`config.mk`:
```
export PLATFORM = sky130hd
export DESIGN_NAME = jtbubl_snd_comm
export DESIGN_NICKNAME = d
export VERILOG_FILES = /design/src/rtl/jtbubl_snd_comm.sv
export SDC_FILE = /design/constraint.sdc
export NUM_CORES = 1
export LEC_CHECK = 0
export CORE_UTILIZATION = 42
export DETAILED_ROUTE_END_ITERATION = 8
export HOLD_SLACK_MARGIN = 0.12
export PLACE_DENSITY = 0.84
export SETUP_SLACK_MARGIN = 0.1
export SYNTH_ARGS = -nofsm -noshare
export SYNTH_HDL_FRONTEND = slang
export SYNTH_SLANG_ARGS = --single-unit
```
`constraint.sdc`:
```
create_clock -name clk24 -period 1.8 [get_ports clk24]
set_input_delay 0.18 -clock clk24 [delete_from_list [all_inputs] [get_ports clk24]]
set_output_delay 0.18 -clock clk24 [all_outputs]
set_load 0.005 [all_outputs]
```
`src/rtl/jtbubl_snd_comm.sv`:
```
// jtbubl_snd_comm -- sound-board end of the main<->sound latch protocol.
// Captures the main CPU command, raises NMI on the sound Z80, returns the
// reply byte/strobe and stretches the sound CPU reset.
// Optional feature: define JTBUBL_SNDFIFO_EN to replace the single command
// register with a 2**FIFO_AW-deep command FIFO with sticky overflow flag.
module jtbubl_snd_comm #(
   parameter int unsigned RST_LEN = 16,
   parameter int unsigned FIFO_AW = 2
) (
   input  logic       clk24,
   input  logic       rst,
   // main board side
   input  logic [7:0] snd_latch,
   input  logic       snd_stb,
   input  logic       snd_rstn,
   output logic [7:0] main_latch,
   output logic       main_stb,
   output logic       snd_flag,
   // sound CPU bus
   input  logic       snd_cs,
   input  logic [1:0] snd_addr,
   input  logic       snd_rd_n,
   input  logic       snd_wr_n,
   input  logic [7:0] snd_dout,
   output logic [7:0] snd_din,
   output logic       snd_nmi_n,
   output logic       snd_cpu_rst
);

   logic       stb_l, rd_l, wr_l;
   logic       rd_act, wr_act;
   logic       cap_ev, rd_ev, wr_ev;
   logic       rd0_ev, wr0_ev, wr1_ev, wr2_ev;
   logic       pending, pending_nx;
   logic       nmi_en, nmi_en_nx;
   logic       stb_seen;
   logic [7:0] cnt;
   logic [7:0] rd0_data;
   logic       ovf_bit;

   assign rd_act = snd_cs & ~snd_rd_n;
   assign wr_act = snd_cs & ~snd_wr_n;

   // One event per access; the sound side is deaf while its CPU is in reset.
   assign cap_ev = snd_stb & ~stb_l;
   assign rd_ev  = rd_act & ~rd_l & ~snd_cpu_rst;
   assign wr_ev  = wr_act & ~wr_l & ~snd_cpu_rst;
   assign rd0_ev = rd_ev & (snd_addr == 2'd0);
   assign wr0_ev = wr_ev & (snd_addr == 2'd0);
   assign wr1_ev = wr_ev & (snd_addr == 2'd1);
   assign wr2_ev = wr_ev & (snd_addr == 2'd2);

   assign snd_cpu_rst = (cnt != 8'd0) | ~snd_rstn;
   assign snd_flag    = pending;

   // Next NMI enable: set/clear writes, forced off while the sound CPU is held.
   always_comb begin
      // NOTE: every always_comb output gets a default first so no latch is inferred.
      nmi_en_nx = nmi_en;
      if (wr1_ev)      nmi_en_nx = 1'b1;
      if (wr2_ev)      nmi_en_nx = 1'b0;
      if (snd_cpu_rst) nmi_en_nx = 1'b0;
   end

`ifdef JTBUBL_SNDFIFO_EN
   localparam int unsigned DEPTH = 1 << FIFO_AW;

   logic [7:0]         mem [DEPTH];
   logic [FIFO_AW-1:0] wr_ptr, rd_ptr;
   logic [FIFO_AW:0]   count, count_nx;
   logic [7:0]         last_pop;
   logic               ovf;
   logic               push, pop, full;

   assign full     = (count == (FIFO_AW+1)'(DEPTH));
   assign pop      = rd0_ev & (count != '0);
   // a full FIFO still accepts a push when a pop frees a slot in the same cycle
   assign push     = cap_ev & (~full | pop);
   assign count_nx = count + (FIFO_AW+1)'(push) - (FIFO_AW+1)'(pop);
   assign pending_nx = (count_nx != '0);
   // an empty read returns the last byte popped
   assign rd0_data = pop ? mem[rd_ptr] : last_pop;
   assign ovf_bit  = ovf;

   // FIFO storage
   always_ff @(posedge clk24) begin
      // NOTE: storage is not reset; count/pointers alone define what is valid.
      if (push) mem[wr_ptr] <= snd_latch;
   end

   // FIFO pointers, occupancy and sticky overflow
   always_ff @(posedge clk24) begin
      if (rst) begin
         wr_ptr   <= '0;
         rd_ptr   <= '0;
         count    <= '0;
         last_pop <= 8'd0;
         ovf      <= 1'b0;
      end else begin
         count <= count_nx;
         if (push) wr_ptr <= wr_ptr + 1'b1;
         if (pop) begin
            rd_ptr   <= rd_ptr + 1'b1;
            last_pop <= mem[rd_ptr];
         end
         if (cap_ev & ~push) ovf <= 1'b1;
      end
   end
`else
   logic [7:0] cmd;

   assign rd0_data = cmd;
   assign ovf_bit  = 1'b1;

   // Pending flag: a capture in the same cycle as the read-clear wins.
   always_comb begin
      pending_nx = pending;
      if (rd0_ev) pending_nx = 1'b0;
      if (cap_ev) pending_nx = 1'b1;
   end

   // Command register, newest capture overwrites
   always_ff @(posedge clk24) begin
      if (rst)         cmd <= 8'd0;
      else if (cap_ev) cmd <= snd_latch;
   end
`endif

   // Edge detectors, reset stretch, NMI, status and reply registers
   always_ff @(posedge clk24) begin
      // NOTE: sequential state uses non-blocking assignments only.
      if (rst) begin
         // detectors reset to "already high" so a level held across rst fires nothing
         stb_l      <= 1'b1;
         rd_l       <= 1'b1;
         wr_l       <= 1'b1;
         cnt        <= 8'(RST_LEN);
         pending    <= 1'b0;
         nmi_en     <= 1'b0;
         snd_nmi_n  <= 1'b1;
         stb_seen   <= 1'b0;
         main_latch <= 8'd0;
         main_stb   <= 1'b0;
      end else begin
         stb_l   <= snd_stb;
         rd_l    <= rd_act;
         wr_l    <= wr_act;
         if (!snd_rstn)          cnt <= 8'(RST_LEN);
         else if (cnt != 8'd0)   cnt <= cnt - 8'd1;
         pending <= pending_nx;
         nmi_en  <= nmi_en_nx;
         // a read of the command register releases NMI for one clk so a
         // still-pending command produces a fresh falling edge
         snd_nmi_n <= ~(pending_nx & nmi_en_nx & ~rd0_ev);
         if (cap_ev)      stb_seen <= 1'b0;
         else if (wr0_ev) stb_seen <= 1'b1;
         if (wr0_ev) main_latch <= snd_dout;
         main_stb <= wr0_ev;
      end
   end

   // Registered read data, idle value 8'hff
   always_ff @(posedge clk24) begin
      if (rst || !rd_act || snd_cpu_rst) snd_din <= 8'hff;
      else begin
         case (snd_addr)
            2'd0:    snd_din <= rd0_data;
            2'd1:    snd_din <= {ovf_bit, 5'h1f, stb_seen, pending};
            default: snd_din <= 8'hff;
         endcase
      end
   end

endmodule

```
==> results of run 1 <==
[per-layer routing]
metal	track usage, %	vias up	share of wire, %
li1	-	723	-
met1	21.7	678	45
met2	30.9	46	49
met3	4.40	2	4.8
met4	5.56	0	0.91
met5	0	-	0
[power breakdown]
part | total (mW) | internal, mW | switching, mW
clock | 0.735 | 0.417 | 0.318
combinational | 0.311 | 0.176 | 0.136
sequential | 0.923 | 0.909 | 0.0142
total | 1.97 | 1.50 | 0.468
[tightest hold or removal path: stages]
cell and delay [ns]:
clkdlybuf4s50_1 0.39, nand2_1 0.05, a21oi_1 0.05
[per-stage QoR]
stage	TNS, ns	power [mW]	hold WS (ns)
after floorplan	0	1.08	0.287
after global placement	-0.237	1.19	0.416
after detailed placement	-0.481	1.20	0.427
after CTS	-0.0426	1.95	0.434
after global routing	-0.808	2.06	0.432
final	-0.0663	1.97	0.434
[layout by cell type (no fill, tap or decap), types with 2 or more instances in the layout]
master and count:
nor2_1 4, dfxtp_1 38, a21oi_1 10, nor4_4 2, xnor2_1 2, nand2_1 17, nor3_1 3, buf_6 2
nor3b_1 2, nand4b_1 2, buf_4 21, or2_2 3, mux2i_1 10, nor2b_1 3, or4_4 2, dfxtp_2 2
inv_1 2, nand4_1 2, nand2b_1 28, o41ai_1 2, inv_2 2, o21ai_0 5, clkdlybuf4s50_1 43, clkbuf_8 5
[flip-flops by register name, summed over array words and instances (netlist names)]
signal and cells:
snd_din 8, snd_flag 1, wr_l 1, main_latch 8
snd_nmi_n 1, cmd 8, stb_l 1, main_stb 1
stb_seen 1, rd_l 1, nmi_en 1, cnt 8
[layout make-up]
cell class | count | area (sq um) | share of cell area (%)
multi-input combinational | 118 | 851 | 34.0
sequential | 40 | 803 | 32.1
timing repair buffer | 69 | 661 | 26.4
clock buffer | 5 | 68.8 | 2.75
tap | 48 | 60.1 | 2.40
clock inverter | 3 | 46.3 | 1.85
inverter | 4 | 15.0 | 0.599
[path summary, 6_finish.rpt]
kind,from,to,slack [ns],cells after the start
max,cnt[1]$_SDFFE_PP0P_,main_latch[4]$_SDFFE_PP0P_,-0.02,8
min,snd_latch[5],cmd[5]$_SDFFE_PP0P_,0.43,3
max reg2reg,cnt[1]$_SDFFE_PP0P_,main_latch[4]$_SDFFE_PP0P_,-0.02,8
min reg2reg,cmd[7]$_SDFFE_PP0P_,snd_din[7]$_SDFF_PP1_,0.44,1
[cells by family after synthesis]
kind of cell    Yosys count  share of synthesized area (%)
mux                      10                           6.05
xor+xnor                  2                           1.06
compound gates           26                           10.1
simple gates             78                           29.5
fa+ha+maj                 2                           1.51
flops                    40                           48.4
buf+inv                  11                           3.40
[timing repair]
action	CTS	global route
setup buffers	1	6
resized for setup	11	9
endpoints found under the hold margin	0	0
gates cloned	0	1
setup endpoints to repair	14	19
pin swaps	0	4
==> summary.txt, run 1 <==
Synth area leader = dfxtp_1
H-tree depth = 2
area grow syn2layout = 51.4%
final WL = 3640 microns
CTS root buf = clkbuf_8
Final Hold Fails = 0
CP endpoint kind = flip-flop
Post-Syn Area = 1650 sq um
fin. max-slew vios = 0
Tcrit/Tclk final = 101%
Port Buffer Count = 44
Starting Density = 44.5%
syn avg cell area = 9.79 sq um
vias in the first global route = 1325
CP Buf/Inv Count = 4
overall die height = 64.8 microns
asr flop ratio synth = 0%
Pre-Repair DR Iteration Count = 4
CP arrival = 2.04 ns
Post-Place Cell Area = 2260 sq um
hpwl dp = 2470 microns
# DRC = 0
violated checks = negative setup slack
Placer Congestion = 0.832
Vias/cell = 5.05
Final ANT Viol Nets = 0
top post-synthesis cells by count = 40 x dfxtp_1, 28 x nand2b_1, 17 x nand2_1
RSZ-0062 raised after global routing = yes
top post-synthesis cells by area = dfxtp_1 48%, nand2b_1 11%, mux2i_1 6.1%
fin util = 67.4%
largest net degree at the start of global routing = 33
Cell variety after synth = 37
layout filler cell count = 292
status = finished with violations
post-layout net count = 265
Slowest-stage cell, CP = or3b_4
CP Data Required Time = 2.02 ns
leakage = 0.909 nW
antenna violations before repair = 0
pre-CTS setup slack = -0.0888 ns
CTS tree = built
CTS clk-pin slew, worst paths = 0.08 ns
Rows = 22
clk_skew = 0.00517 ns
Max-cap violations = 0
Most used DFF post-synth = dfxtp_1
Slew headroom = 66.9%
clk_lat worst skew = 0.29 ns
fin area = 2500 sq um
first-pass GRT wire length = 5840 microns
Achievable Freq = 0.550 GHz
cell with the most instances after synthesis = dfxtp_1
clk sinks = 40
worst path cell trace = inv_2 -> ha_4 -> or3b_4 -> buf_6 -> nor4_4 -> buf_4 -> clkbuf_16 -> mux2i_1
Setup Viol. Count Final = 6
share of cells above drive strength 1 = 22.2%
dpl cells = 272
minimum clock period after layout = 1.82 ns
total grt overflow = 0
core area = 3720 sq um
PD cells = 786 nW/um^2
non-filler instance count after layout = 287
post-cts hold buffer count = 0
CTS max path bufs = 2
total CTS buffers = 5
sequential share of the synthesized area = 48.4%
vias = 1449
Yosys warnings = 0
WL/cell = 12.7 microns
post-synthesis cell count = 169
share of the synthesized area in the top cell type = 48.4%
num ports = 45
Setup crit start kind = flip-flop
area of the die = 4190 sq um
Least-Margin Pin Slew = 0.489 ns
Die X-Extent = 64.8 microns
#FFs+latches synth = 40
Worst path max stage delay = 0.38 ns
EDFF count, synth = 0
crit path kind = reg -> reg
critical path's top delay family = simple AND/OR/NAND/NOR gates
Tot GR Track Use = 17.9%
Min-Delay Path Class = in -> reg
Syn Nets = 196
final worst slack = -0.0184 ns
worst vdd ir = 0.518 mV
DRT iter0 DRCs = 83
ant diodes = 0
CP max FO = 5
Note: power is estimated with default switching activity, not from simulation.
==> run 2, diff against run 1 <==
--- a/config.mk
+++ b/config.mk
@@ -6,6 +6,7 @@
 export NUM_CORES = 1
 export LEC_CHECK = 0
 export CORE_UTILIZATION = 42
+export CTS_CLUSTER_DIAMETER = 100
 export DETAILED_ROUTE_END_ITERATION = 8
 export HOLD_SLACK_MARGIN = 0.12
 export PLACE_DENSITY = 0.84
==> results of run 2 <==
The final DEF is identical to that of run 1; final timing and power are the same.
